$ cat config.mk
export PLATFORM = sky130hd
export DESIGN_NAME = adam_aes_key_sched_ctrl
export DESIGN_NICKNAME = d
export VERILOG_FILES = /design/src/rtl/adam_aes_pkg.sv /design/src/rtl/adam_aes_rr_arbiter.sv /design/src/rtl/adam_aes_key_sched_ctrl.sv
export SDC_FILE = /design/constraint.sdc
export NUM_CORES = 1
export LEC_CHECK = 0
export CAP_MARGIN = 10
export CORE_UTILIZATION = 40
export DETAILED_ROUTE_END_ITERATION = 8
export HOLD_SLACK_MARGIN = 0.05
export PLACE_DENSITY = 0.68
export SLEW_MARGIN = 20
export SYNTH_ARGS = -nofsm -noshare
export SYNTH_HDL_FRONTEND = slang
export SYNTH_SLANG_ARGS = --single-unit
export TNS_END_PERCENT = 30
$ cat constraint.sdc
create_clock -name clk -period 7.63 [get_ports clk]
set_input_delay 0.763 -clock clk [delete_from_list [all_inputs] [get_ports clk]]
set_output_delay 0.763 -clock clk [all_outputs]
set_load 0.01 [all_outputs]
$ cat src/rtl/adam_aes_pkg.sv
// Shared types and defaults for the AES key-schedule controller slice.
package adam_aes_pkg;

  // Controller sequencing: accept, kick the expander, wait for it, respond.
  typedef enum logic [1:0] {
    ST_IDLE  = 2'd0,
    ST_START = 2'd1,
    ST_WAIT  = 2'd2,
    ST_DONE  = 2'd3
  } state_t;

  // Expander completion budget used when the instantiating block does not override it.
  localparam int TIMEOUT_DEFAULT = 32;

  localparam int KEY_W     = 128;
  localparam int EXP_KEY_W = 256;

endpackage

$ cat src/rtl/adam_aes_rr_arbiter.sv
// Round-robin grant selection: first asserted request at or after the pointer,
// wrapping modulo NREQ. Purely combinational; the caller owns the pointer.
module adam_aes_rr_arbiter #(
  parameter int NREQ = 2,
  parameter int IW   = $clog2(NREQ)
) (
  input  logic [NREQ-1:0] req,
  input  logic [IW-1:0]   ptr,
  output logic [NREQ-1:0] grant,
  output logic [IW-1:0]   idx,
  output logic            any
);

  // Rotating priority scan starting from the pointer position.
  always_comb begin
    int j;
    grant = '0;
    idx   = '0;
    any   = 1'b0;
    j     = 0;
    for (int i = 0; i < NREQ; i++) begin
      j = int'(ptr) + i;
      if (j >= NREQ) j = j - NREQ;
      if (!any && req[j]) begin
        any      = 1'b1;
        grant[j] = 1'b1;
        idx      = IW'(j);
      end
    end
  end

endmodule

$ cat src/rtl/adam_aes_key_sched_ctrl.sv
// Arbitrates several requesters onto one AES-128 key expansion unit and keeps
// a one-entry cache of the last expanded key so repeat requests skip expansion.
//
// Handshake: a requester holds req_valid (and a stable req_key) until it sees
// req_ready, which is a combinational one-hot pulse raised only in IDLE for the
// round-robin winner; the request is latched on that same edge. Exactly one
// rsp_valid pulse later returns to that requester, qualified by rsp_hit
// (cache hit, no expansion) or rsp_err (expander timed out), never both.
// A synchronous reset abandons any in-flight request without a response.
module adam_aes_key_sched_ctrl
  import adam_aes_pkg::*;
#(
  parameter int NREQ    = 2,
  parameter int TIMEOUT = TIMEOUT_DEFAULT,
  parameter int IW      = $clog2(NREQ)
) (
  input  logic                        clk,
  input  logic                        reset_n,
  input  logic [NREQ-1:0]             req_valid,
  input  logic [NREQ-1:0][KEY_W-1:0]  req_key,
  output logic [NREQ-1:0]             req_ready,
  output logic [NREQ-1:0]             rsp_valid,
  output logic                        rsp_hit,
  output logic                        rsp_err,
  output logic [EXP_KEY_W-1:0]        exp_key,
  output logic                        exp_keylen,
  output logic                        exp_init,
  input  logic                        exp_ready,
  input  logic                        flush,
  output logic [IW-1:0]               owner_id,
  output logic                        owner_valid,
  output logic                        busy,
  output state_t                      dbg_state
);

  localparam int CW = $clog2(TIMEOUT + 1);

  state_t               state;
  logic [IW-1:0]        rr_ptr;
  logic [KEY_W-1:0]     key_q;
  logic [IW-1:0]        id_q;
  logic [KEY_W-1:0]     cache_tag;
  logic                 cache_valid;
  logic [CW-1:0]        wait_cnt;

  logic [NREQ-1:0]      gnt;
  logic [IW-1:0]        gnt_idx;
  logic                 gnt_any;
  logic                 key_hit;
  logic [NREQ-1:0]      id_onehot;

  adam_aes_rr_arbiter #(
    .NREQ (NREQ),
    .IW   (IW)
  ) u_arb (
    .req   (req_valid),
    .ptr   (rr_ptr),
    .grant (gnt),
    .idx   (gnt_idx),
    .any   (gnt_any)
  );

  // A flush in the accept cycle forces a miss even if the tag matches.
  assign key_hit    = cache_valid && !flush && (req_key[gnt_idx] == cache_tag);
  assign id_onehot  = {{(NREQ-1){1'b0}}, 1'b1} << id_q;
  assign req_ready  = (state == ST_IDLE && reset_n) ? gnt : '0;
  assign busy       = (state != ST_IDLE);
  assign exp_keylen = 1'b0;
  assign dbg_state  = state;

  // Sequencing, cache bookkeeping and all registered outputs.
  always_ff @(posedge clk) begin
    if (!reset_n) begin
      state       <= ST_IDLE;
      rr_ptr      <= '0;
      key_q       <= '0;
      id_q        <= '0;
      cache_tag   <= '0;
      cache_valid <= 1'b0;
      wait_cnt    <= '0;
      owner_id    <= '0;
      owner_valid <= 1'b0;
      rsp_valid   <= '0;
      rsp_hit     <= 1'b0;
      rsp_err     <= 1'b0;
      exp_init    <= 1'b0;
      exp_key     <= '0;
    end else begin
      rsp_valid <= '0;
      rsp_hit   <= 1'b0;
      rsp_err   <= 1'b0;
      exp_init  <= 1'b0;
      if (flush) cache_valid <= 1'b0;

      case (state)
        ST_IDLE: begin
          if (gnt_any) begin
            key_q  <= req_key[gnt_idx];
            id_q   <= gnt_idx;
            rr_ptr <= (gnt_idx == IW'(NREQ - 1)) ? '0 : gnt_idx + 1'b1;
            if (key_hit) begin
              state     <= ST_DONE;
              rsp_valid <= gnt;
              rsp_hit   <= 1'b1;
            end else begin
              state       <= ST_START;
              exp_init    <= 1'b1;
              exp_key     <= {req_key[gnt_idx], {KEY_W{1'b0}}};
              owner_valid <= 1'b0;
            end
          end
        end

        ST_START: begin
          wait_cnt <= '0;
          state    <= ST_WAIT;
        end

        ST_WAIT: begin
          if (exp_ready) begin
            cache_tag   <= key_q;
            cache_valid <= !flush;
            owner_id    <= id_q;
            owner_valid <= 1'b1;
            rsp_valid   <= id_onehot;
            state       <= ST_DONE;
          end else if (wait_cnt == CW'(TIMEOUT - 1)) begin
            cache_valid <= 1'b0;
            owner_valid <= 1'b0;
            rsp_valid   <= id_onehot;
            rsp_err     <= 1'b1;
            state       <= ST_DONE;
          end else begin
            wait_cnt <= wait_cnt + 1'b1;
          end
        end

        ST_DONE: begin
          state <= ST_IDLE;
        end

        default: state <= ST_IDLE;
      endcase
    end
  end

endmodule

==> summary.txt, run 1 <==
Register Area: 8050 sq um
Crit-path slowest cell: o21ai_2
Mapped Cells: 2476
Post-CTS Setup Bufs: 0
Rel. slew slack: 24.2%
CTS HTree Levels: 2
routed vias: 20242
WL/cell: 25.1 um
final worst path period need: 5.71 ns
CTS tree: built
setup TNS: 0 ns
Final setup viols: 0
layout cell share with drive strength beyond 1: 4.35%
Nets: 3022
count of different cell masters after synthesis: 79
Final Max Tran Viols: 0
total CTS buffers: 45
Post-CTS Hold Buffers: 0
Clock Latency Late Sink: 0.58 ns
DR vias/cell: 5.86
Initial DRC Count: 2259
RSZ-0062 raised after global routing: no
Final Util: 51.1%
Fillers: 4651
power per cell area: 279 nW/um^2
Final ANT Viol Nets: 0
CP cell instances: clkdlybuf4s50_1 > nor2b_4 > nor2_8 > buf_4 > mux2i_1 > a2111oi_0 > nand4_1 > nor4_2 > nand4_4 > buf_4 > o21ai_2 > mux2i_1
hold crit path type: reg2reg
Final Wtd Congestion: 0.968
sequential element share of the synthesized area: 40.1%
vias in the first global route: 18603
status: finished clean
Max-Cap Viols: 0
average size of a mapped cell: 8.10 sq um
final hold violation count: 0
YS warnings: 0
fin crit share: 74.9%
Post-synth EDFFs: 0
pin count of the biggest net entering global routing: 194
port bufs: 401
Area contributors post-synth: dfxtp_1, nand2_1, a21oi_1
Congestion Overflow GR: 0
most frequent cells after synthesis: nand2_1, dfxtp_1, a21oi_1
die width: 226 um
Crit path largest cell delay: 0.92 ns
CTS resizes: 0
core area: 49300 sq um
Synth Register Bits: 402
# clock sinks: 402
Yosys top cell area share: 40.1%
all-layer global routing usage: 33.0%
I/O Pins: 531
Data required, critical path: 8.11 ns
first-pass GRT wire length: 124000 um
initial antenna violation count: 14
most frequent cell after synthesis: nand2_1
clock-pin slew of the registers on the worst-case setup and hold paths: 0.06 ns
critical path class: in2reg
Starting Density: 40.7%
die height: 226 um
row cnt: 81
area of the multi-input gates: 10500 sq um
worst vdd ir: 199 uV
crit path max fanout: 68
Top FF cell, synth: dfxtp_1
Static Leak: 9.77 nW
total wire length: 86500 um
clk root buf: clkbuf_16
CP bufs+invs: 3
max frequency: 175 MHz
Worst Setup End Kind: register
die area: 51100 sq um
drt pass-1 iters: 6
ys async rst share: 0%
DRC viols: 0
Post-Syn Area: 20100 sq um
worst slew pin tran: 1.14 ns
CP delay by family, top: simple AND/OR/NAND/NOR gates
Layout area overhead: 25.5%
leading area contributor after synthesis: dfxtp_1
worst-case clock buffer depth: 3
clock skew: 0.0193 ns
data arrival time of the critical path: 6.20 ns
final hold slack: 0.445 ns
critical path startpoint category: input port
Post-DP HPWL: 62600 um
## worst paths after layout
check	slack, ns	depth (start not counted)	to	startpoint
hold reg to reg	0.44	2	cache_tag[75]	key_q[75]
setup / recovery	1.92	12	exp_key[235]	req_valid[0]
setup reg to reg	2.38	11	exp_key[235]	rr_ptr
hold / removal	0.44	2	cache_tag[75]	key_q[75]
## cell families after synthesis
kind of cell,Yosys count,share of synthesized area (%)
flip-flops,402,40.1
buffers and inverters,381,10.4
adder cells (fa/ha/maj),4,0.249
multiplexers,105,5.46
AND/OR/NAND/NOR,858,19.0
AO/OA/AOI/OAI,698,23.6
other,1,0.0187
XOR/XNOR,27,1.18
## cells in the final DEF (no fill, tap or decap), types with 45 or more instances in the layout
master / n
a211oi_1: 99
a21oi_1: 239
clkbuf_16: 45
clkdlybuf4s50_1: 399
conb_1: 129
dfxtp_1: 402
inv_1: 59
mux2i_1: 96
nand2_1: 497
nand3_1: 71
nor2_1: 114
o211a_1: 66
o211ai_1: 69
o21ai_0: 64
## worst min-delay path, stage by stage (launching register included)
cell	delay, ns
dfxtp_1	0.31
nand2_1	0.05
a21oi_1	0.05
## flip-flops by register name, summed over array words and instances, names as in the netlist
name,cells
owner_id,1
dbg_state,2
key_q,128
exp_key,128
rsp_err,1
owner_valid,1
rsp_valid,2
rr_ptr,1
cache_valid,1
id_q,1
rsp_hit,1
cache_tag,128
wait_cnt,6
exp_init,1
## metal layers
layer / routed length (um) / track usage (%) / vias up / share of wire [%]
met5: 100 / 0 / - / 0.12
met4: 3970 / 15.8 / 14 / 4.6
met3: 9180 / 7.57 / 211 / 11
met2: 38300 / 50.9 / 1287 / 44
met1: 35000 / 43.3 / 9689 / 40
li1: - / - / 9041 / -
## layout make-up
type	count	share of cell area [%]
multi-input cells	1821	41.6
flip-flops and latches	402	32.0
repair buffers	425	16.8
clock buffers	67	5.24
well taps	664	3.30
inverters	61	0.939
clock inverters	5	0.0994
diodes	7	0.0696
## where the power goes
| part | switching, mW | total [mW] | internal (mW) |
|---|---|---|---|
| clock | 0.880 | 2.06 | 1.18 |
| sequential | 0.219 | 2.69 | 2.47 |
| combinational | 1.35 | 2.26 | 0.915 |
## through the flow
stage / power [mW] / setup slack, ns / cell area [sq um] / cells
finish: 7.02 / 1.92 / 25200 / 3452
global route: 7.31 / 1.64 / 25200 / 3452
CTS: 7.01 / 1.91 / 25200 / 3445
detailed placement: 4.96 / 1.39 / 23800 / 3373
global placement: 4.92 / 1.50 / 23800 / 3373
floorplan: 4.01 / 4.09 / 20500 / 2604
No activity file was read; power rests on OpenSTA's default activity.
==> inputs of run 2 (changes only) <==
--- a/config.mk
+++ b/config.mk
@@ -9,7 +9,7 @@
 export CORE_UTILIZATION = 40
 export DETAILED_ROUTE_END_ITERATION = 8
 export HOLD_SLACK_MARGIN = 0.05
-export PLACE_DENSITY = 0.68
+export PLACE_DENSITY = 0.71
 export SLEW_MARGIN = 20
 export SYNTH_ARGS = -nofsm -noshare
 export SYNTH_HDL_FRONTEND = slang
==> constraint.sdc (replaced) <==
create_clock -name clk -period 4.6 [get_ports clk]
set_input_delay 0.46 -clock clk [delete_from_list [all_inputs] [get_ports clk]]
set_output_delay 0.46 -clock clk [all_outputs]
set_load 0.01 [all_outputs]
==> run 2 against run 1 <==
Flip-flop and latch count stayed put. Non-clock buffer count is 57 higher. Die area stayed put. Utilization is 1.7 points higher. Combinational power is 71% higher. Via count is 0.53% lower. Clock skew is 0.00056 ns lower. Register-to-register slack worse by 1.8 ns. Largest cell class unchanged. Setup slack worse by 1.4 ns. Critical path type unchanged. Sequential power is 67% higher. Wire length is 0.73% lower. Global-route usage is 0.16 points lower.
==> summary.txt, run 2 (same netlist as run 1, synthesis figures left out) <==
status: finished clean (unchanged)
Final Max Tran Viols: 0 (unchanged)
Rel. slew slack: 25.1% (was 24.2%)
drt pass-1 iters: 5 (was 6)
die width: 226 um (unchanged)
I/O Pins: 531 (unchanged)
Final Wtd Congestion: 0.945 (was 0.968)
Post-CTS Hold Buffers: 0 (unchanged)
Clock Latency Late Sink: 0.59 ns (was 0.58 ns)
Starting Density: 40.7% (unchanged)
hold_sp: reset_n (was key_q[75])
crit path max fanout: 34 (was 68)
RSZ-0062 raised after global routing: no (unchanged)
worst-case clock buffer depth: 3 (unchanged)
setup TNS: 0 ns (unchanged)
clk root buf: clkbuf_16 (unchanged)
Initial DRC Count: 2422 (was 2259)
pin count of the biggest net entering global routing: 184 (was 194)
Regs by FF count: cache_tag: 128 flops, exp_key: 128 flops, key_q: 128 flops (unchanged)
critical path startpoint category: input port (unchanged)
fin area: 26000 sq um (was 25200 sq um)
final hold slack: 0.379 ns (was 0.445 ns)
die area: 51100 sq um (unchanged)
DRC viols: 0 (unchanged)
row cnt: 81 (unchanged)
CP Launch Point: req_valid[0] (unchanged)
WL/cell: 24.5 um (was 25.1 um)
clock skew: 0.0187 ns (was 0.0193 ns)
# clock sinks: 402 (unchanged)
CP bufs+invs: 3 (unchanged)
layout cell share with drive strength beyond 1: 6.71% (was 4.35%)
CP cell instances: clkdlybuf4s50_1 > nor2b_4 > buf_4 > o21ai_0 > and3_1 > a2111oi_0 > nand4_1 > nor4_2 > nand4_4 > o21a_4 > buf_12 > o211a_1 (was clkdlybuf4s50_1 > nor2b_4 > nor2_8 > buf_4 > mux2i_1 > a2111oi_0 > nand4_1 > nor4_2 > nand4_4 > buf_4 > o21ai_2 > mux2i_1)
clock-pin slew of the registers on the worst-case setup and hold paths: 0.07 ns (was 0.06 ns)
CTS resizes: 0 (unchanged)
worst vdd ir: 438 uV (was 199 uV)
total wire length: 85900 um (was 86500 um)
Final setup viols: 0 (unchanged)
die height: 226 um (unchanged)
final hold violation count: 0 (unchanged)
Static Leak: 10.2 nW (was 9.77 nW)
highest-count cells in the layout ignoring fill and taps: nand2_1, dfxtp_1, clkdlybuf4s50_1 (unchanged)
Layout area overhead: 29.6% (was 25.5%)
final worst path period need: 4.09 ns
Area after DPL: 24400 sq um (was 23800 sq um)
hold crit path type: in2reg (was reg2reg)
port bufs: 401 (unchanged)
Congestion Overflow GR: 0 (unchanged)
R2R depth: 13 (was 11)
fin cells: 3513 (was 3452)
commonest non-fill, non-tap cell in the layout: nand2_1 (unchanged)
DR vias/cell: 5.73 (was 5.86)
Final Util: 52.8% (was 51.1%)
worst slew pin tran: 1.12 ns (was 1.14 ns)
Final ANT Viol Nets: 0 (unchanged)
max frequency: 245 MHz
logic depth of the worst setup path including buffers: 12 (unchanged)
Crit-path slowest cell: a2111oi_0 (was o21ai_2)
Crit path largest cell delay: 0.60 ns (was 0.92 ns)
DP Cell Count: 3429 (was 3373)
Hold Path Depth: 3 (was 2)
power per cell area: 471 nW/um^2 (was 279 nW/um^2)
Max-Cap Viols: 0 (unchanged)
total CTS buffers: 46 (was 45)
Worst Setup End Kind: register (unchanged)
first-pass GRT wire length: 124000 um (about the same)
Nets: 3080 (was 3022)
fin crit share: 88.8%
initial antenna violation count: 6 (was 14)
Hold Crit Endpoint: exp_key[160] (was cache_tag[75])
CP delay by family, top: simple AND/OR/NAND/NOR gates (unchanged)
core area: 49300 sq um (unchanged)
data arrival time of the critical path: 4.55 ns (was 6.20 ns)
worst reg2reg endpoint: exp_key[213] (was exp_key[235])
Data required, critical path: 5.06 ns (was 8.11 ns)
all-layer global routing usage: 32.8% (was 33.0%)
Post-CTS Setup Bufs: 0 (unchanged)
vias in the first global route: 18790 (was 18603)
R2R Setup Slk: 0.54 ns (was 2.38 ns)
CTS tree: built (unchanged)
CTS HTree Levels: 2 (unchanged)
critical path class: in2reg (unchanged)
Post-DP HPWL: 63500 um (was 62600 um)
Critical R2R Launch: rr_ptr (unchanged)
routed vias: 20135 (was 20242)
-- run 2: cell count changes in the layout (fill, tap and decap cells not counted), sizes merged --
cell / change
clkbuf: -1
clkinv: +1
diode: -5
buf: +57
bufinv: +5
inv: +1
clkinvlp: +3
-- run 2: final cells by class --
cell class | instances | area, sq um
diodes | 2 | 5.00
flip-flops and latches | 402 | 8050
well taps | 664 | 831
multi-input cells | 1821 | 10500
clock inverters | 15 | 223
inverters | 61 | 236
repair buffers | 482 | 4830
fillers | 4604 | 23200
clock buffers | 66 | 1370
-- run 2: worst max-delay path by stage --
| stage | to | slack [ns] |
|---|---|---|
| finish | exp_key[213] | 0.51 |
| global route | exp_key[213] | 0.36 |
| CTS | exp_key[213] | 0.64 |
| detailed placement | exp_key[213] | 0.08 |
| global placement | exp_key[181] | 0.005 |
| floorplan | exp_key[140] | 1.37 |
-- run 2: stage by stage --
step           worst slack, ns  total power, mW
6_report                 0.514             12.2
3_3_place_gp           0.00462             8.30
3_5_place_dp            0.0840             8.36
2_1_floorplan             1.37             6.65
4_1_cts                  0.635             12.2
5_1_grt                  0.358             12.7
-- run 2: routing by layer --
metal | track usage, % | vias up | routed length [um]
met5 | 0 | - | 48
met4 | 11.9 | 8 | 3070
met3 | 6.26 | 160 | 7410
met2 | 52.3 | 1127 | 39300
met1 | 44.0 | 9683 | 36100
li1 | - | 9157 | -
-- run 2: power breakdown --
group / total [mW] / internal (mW) / switching (mW)
logic: 3.86 / 1.63 / 2.23
registers: 4.49 / 4.10 / 0.387
clock network: 3.90 / 2.34 / 1.55
total: 12.2 / 8.08 / 4.17
-- run 2: tightest hold or removal path, cell delays in order --
cell and delay, ns:
buf_6 0.25, nand2_1 0.15, mux2i_1 0.05
==> inputs of run 3 (changes only) <==
--- a/config.mk
+++ b/config.mk
@@ -7,6 +7,7 @@
 export LEC_CHECK = 0
 export CAP_MARGIN = 10
 export CORE_UTILIZATION = 40
+export CTS_CLUSTER_SIZE = 20
 export DETAILED_ROUTE_END_ITERATION = 8
 export HOLD_SLACK_MARGIN = 0.05
 export PLACE_DENSITY = 0.71
==> run 3 against run 2 <==
Non-clock buffer count is the same. Flip-flop and latch count is the same. Final area shrank 0.13%. Sequential share of layout area is essentially flat. Sequential power is essentially flat. Utilization shrank 0.071 points. Total power shrank 0.61%. Wire length grew 0.14%. First-iteration DRC count grew 9.5%. Clock power shrank 2%. Global-route usage is essentially flat. Critical path type unchanged. Critical endpoint is now exp_key[249].
==> summary.txt, run 3 (same netlist as run 1, synthesis figures left out) <==
final hold slack: 0.375 ns (was 0.379 ns)
Initial DRC Count: 2651 (was 2422)
worst slew pin tran: 1.14 ns (was 1.12 ns)
commonest non-fill, non-tap cell in the layout: nand2_1 (unchanged)
port bufs: 401 (unchanged)
CTS resizes: 0 (unchanged)
clock skew: 0.0191 ns (was 0.0187 ns)
power per cell area: 469 nW/um^2 (was 471 nW/um^2)
layout cell share with drive strength beyond 1: 6.54% (was 6.71%)
die width: 226 um (unchanged)
worst-case clock buffer depth: 3 (unchanged)
Post-DP HPWL: 63500 um (unchanged)
pin count of the biggest net entering global routing: 184 (unchanged)
Layout area overhead: 29.4% (was 29.6%)
die area: 51100 sq um (unchanged)
initial antenna violation count: 5 (was 6)
all-layer global routing usage: 32.9% (was 32.8%)
# clock sinks: 402 (unchanged)
setup TNS: 0 ns (unchanged)
drt pass-1 iters: 6 (was 5)
Nets: 3080 (unchanged)
I/O Pins: 531 (unchanged)
Regs by FF count: cache_tag: 128 flops, exp_key: 128 flops, key_q: 128 flops (unchanged)
final worst path period need: 4.09 ns (about the same)
final hold violation count: 0 (unchanged)
data arrival time of the critical path: 4.56 ns (was 4.55 ns)
Max-Cap Viols: 0 (unchanged)
critical path class: in2reg (unchanged)
total CTS buffers: 46 (unchanged)
clk root buf: clkbuf_16 (unchanged)
max frequency: 244 MHz (was 245 MHz)
DR vias/cell: 5.76 (was 5.73)
die height: 226 um (unchanged)
routed vias: 20226 (was 20135)
hold crit path type: in2reg (unchanged)
CTS tree: built (unchanged)
highest-count cells in the layout ignoring fill and taps: nand2_1, dfxtp_1, clkdlybuf4s50_1 (unchanged)
Rel. slew slack: 23.8% (was 25.1%)
fin crit share: 88.9% (was 88.8%)
Final Wtd Congestion: 0.945 (unchanged)
Final setup viols: 0 (unchanged)
Final Util: 52.7% (was 52.8%)
Worst Setup End Kind: register (unchanged)
Final Max Tran Viols: 0 (unchanged)
DRC viols: 0 (unchanged)
Final ANT Viol Nets: 0 (unchanged)
CTS HTree Levels: 2 (unchanged)
vias in the first global route: 18788 (was 18790)
core area: 49300 sq um (unchanged)
Starting Density: 40.7% (unchanged)
Static Leak: 10.2 nW (about the same)
Post-CTS Hold Buffers: 0 (unchanged)
worst vdd ir: 436 uV (was 438 uV)
WL/cell: 24.5 um (about the same)
Data required, critical path: 5.07 ns (was 5.06 ns)
Congestion Overflow GR: 0 (unchanged)
Power Total: 12.2 mW (about the same)
first-pass GRT wire length: 124000 um (about the same)
Post-CTS Setup Bufs: 0 (unchanged)
row cnt: 81 (unchanged)
total wire length: 86000 um (was 85900 um)
status: finished clean (unchanged)
clock-pin slew of the registers on the worst-case setup and hold paths: 0.07 ns (about the same)
Hold Path Depth: 3 (unchanged)
Clock Latency Late Sink: 0.59 ns (about the same)
RSZ-0062 raised after global routing: no (unchanged)
R2R depth: 13 (unchanged)
crit path max fanout: 34 (unchanged)
critical path startpoint category: input port (unchanged)
## run 3: cell count changes in the layout (fill, tap and decap cells not counted)
cell,before,now
clkinvlp_4,3,2
clkbuf_1,7,10
diode_2,2,3
clkinv_2,5,2
clkinv_8,1,0
bufinv_16,5,3
clkbuf_16,47,49
## run 3: report_power, final
| part | internal (mW) | leakage (nW) | total, mW | switching, mW |
|---|---|---|---|---|
| clock network | 2.29 | 0.757 | 3.82 | 1.53 |
| logic | 1.63 | 6.15 | 3.87 | 2.23 |
| registers | 4.10 | 3.30 | 4.49 | 0.386 |
## run 3: worst max-delay path, stage by stage
cell and delay [ns]:
clkdlybuf4s50_1 0.50, nor2b_4 0.36, buf_4 0.44, o21ai_0 0.21, and3_1 0.26, a2111oi_0 0.62, nand4_1 0.26, nor4_2 0.51
nand4_4 0.17, o21a_4 0.27, buf_12 0.17, o211a_1 0.23
## run 3: metal layers
metal | routed length, um | global-route usage [%] | vias up
met4 | 3370 | 12.6 | 8
met5 | 52 | 0 | -
met2 | 39000 | 52.1 | 1262
li1 | - | - | 9155
met3 | 7950 | 5.96 | 171
met1 | 35700 | 44.1 | 9630
## run 3: metrics by stage
stage | cells | worst slack (ns) | area (sq um)
floorplan | 2604 | 1.37 | 20500
global placement | 3429 | 0.00462 | 24400
detailed placement | 3429 | 0.0840 | 24400
CTS | 3508 | 0.642 | 25900
global route | 3510 | 0.372 | 26000
finish | 3512 | 0.509 | 26000
## run 3: final timing paths
kind              slack, ns          from             to
setup reg to reg       0.54        rr_ptr   exp_key[249]
setup / recovery       0.51  req_valid[0]   exp_key[249]
hold / removal         0.37       reset_n   exp_key[160]
hold reg to reg        0.44     key_q[22]  cache_tag[22]
## run 3: final cells by class
cell class                 count  area (sq um)
antenna                        3          7.51
clock buffer                  71          1430
clock inverter                 8           124
fill                        4611         23300
inverter                      61           236
multi-input combinational   1821         10500
sequential                   402          8050
tap                          664           831
timing repair buffer         482          4830
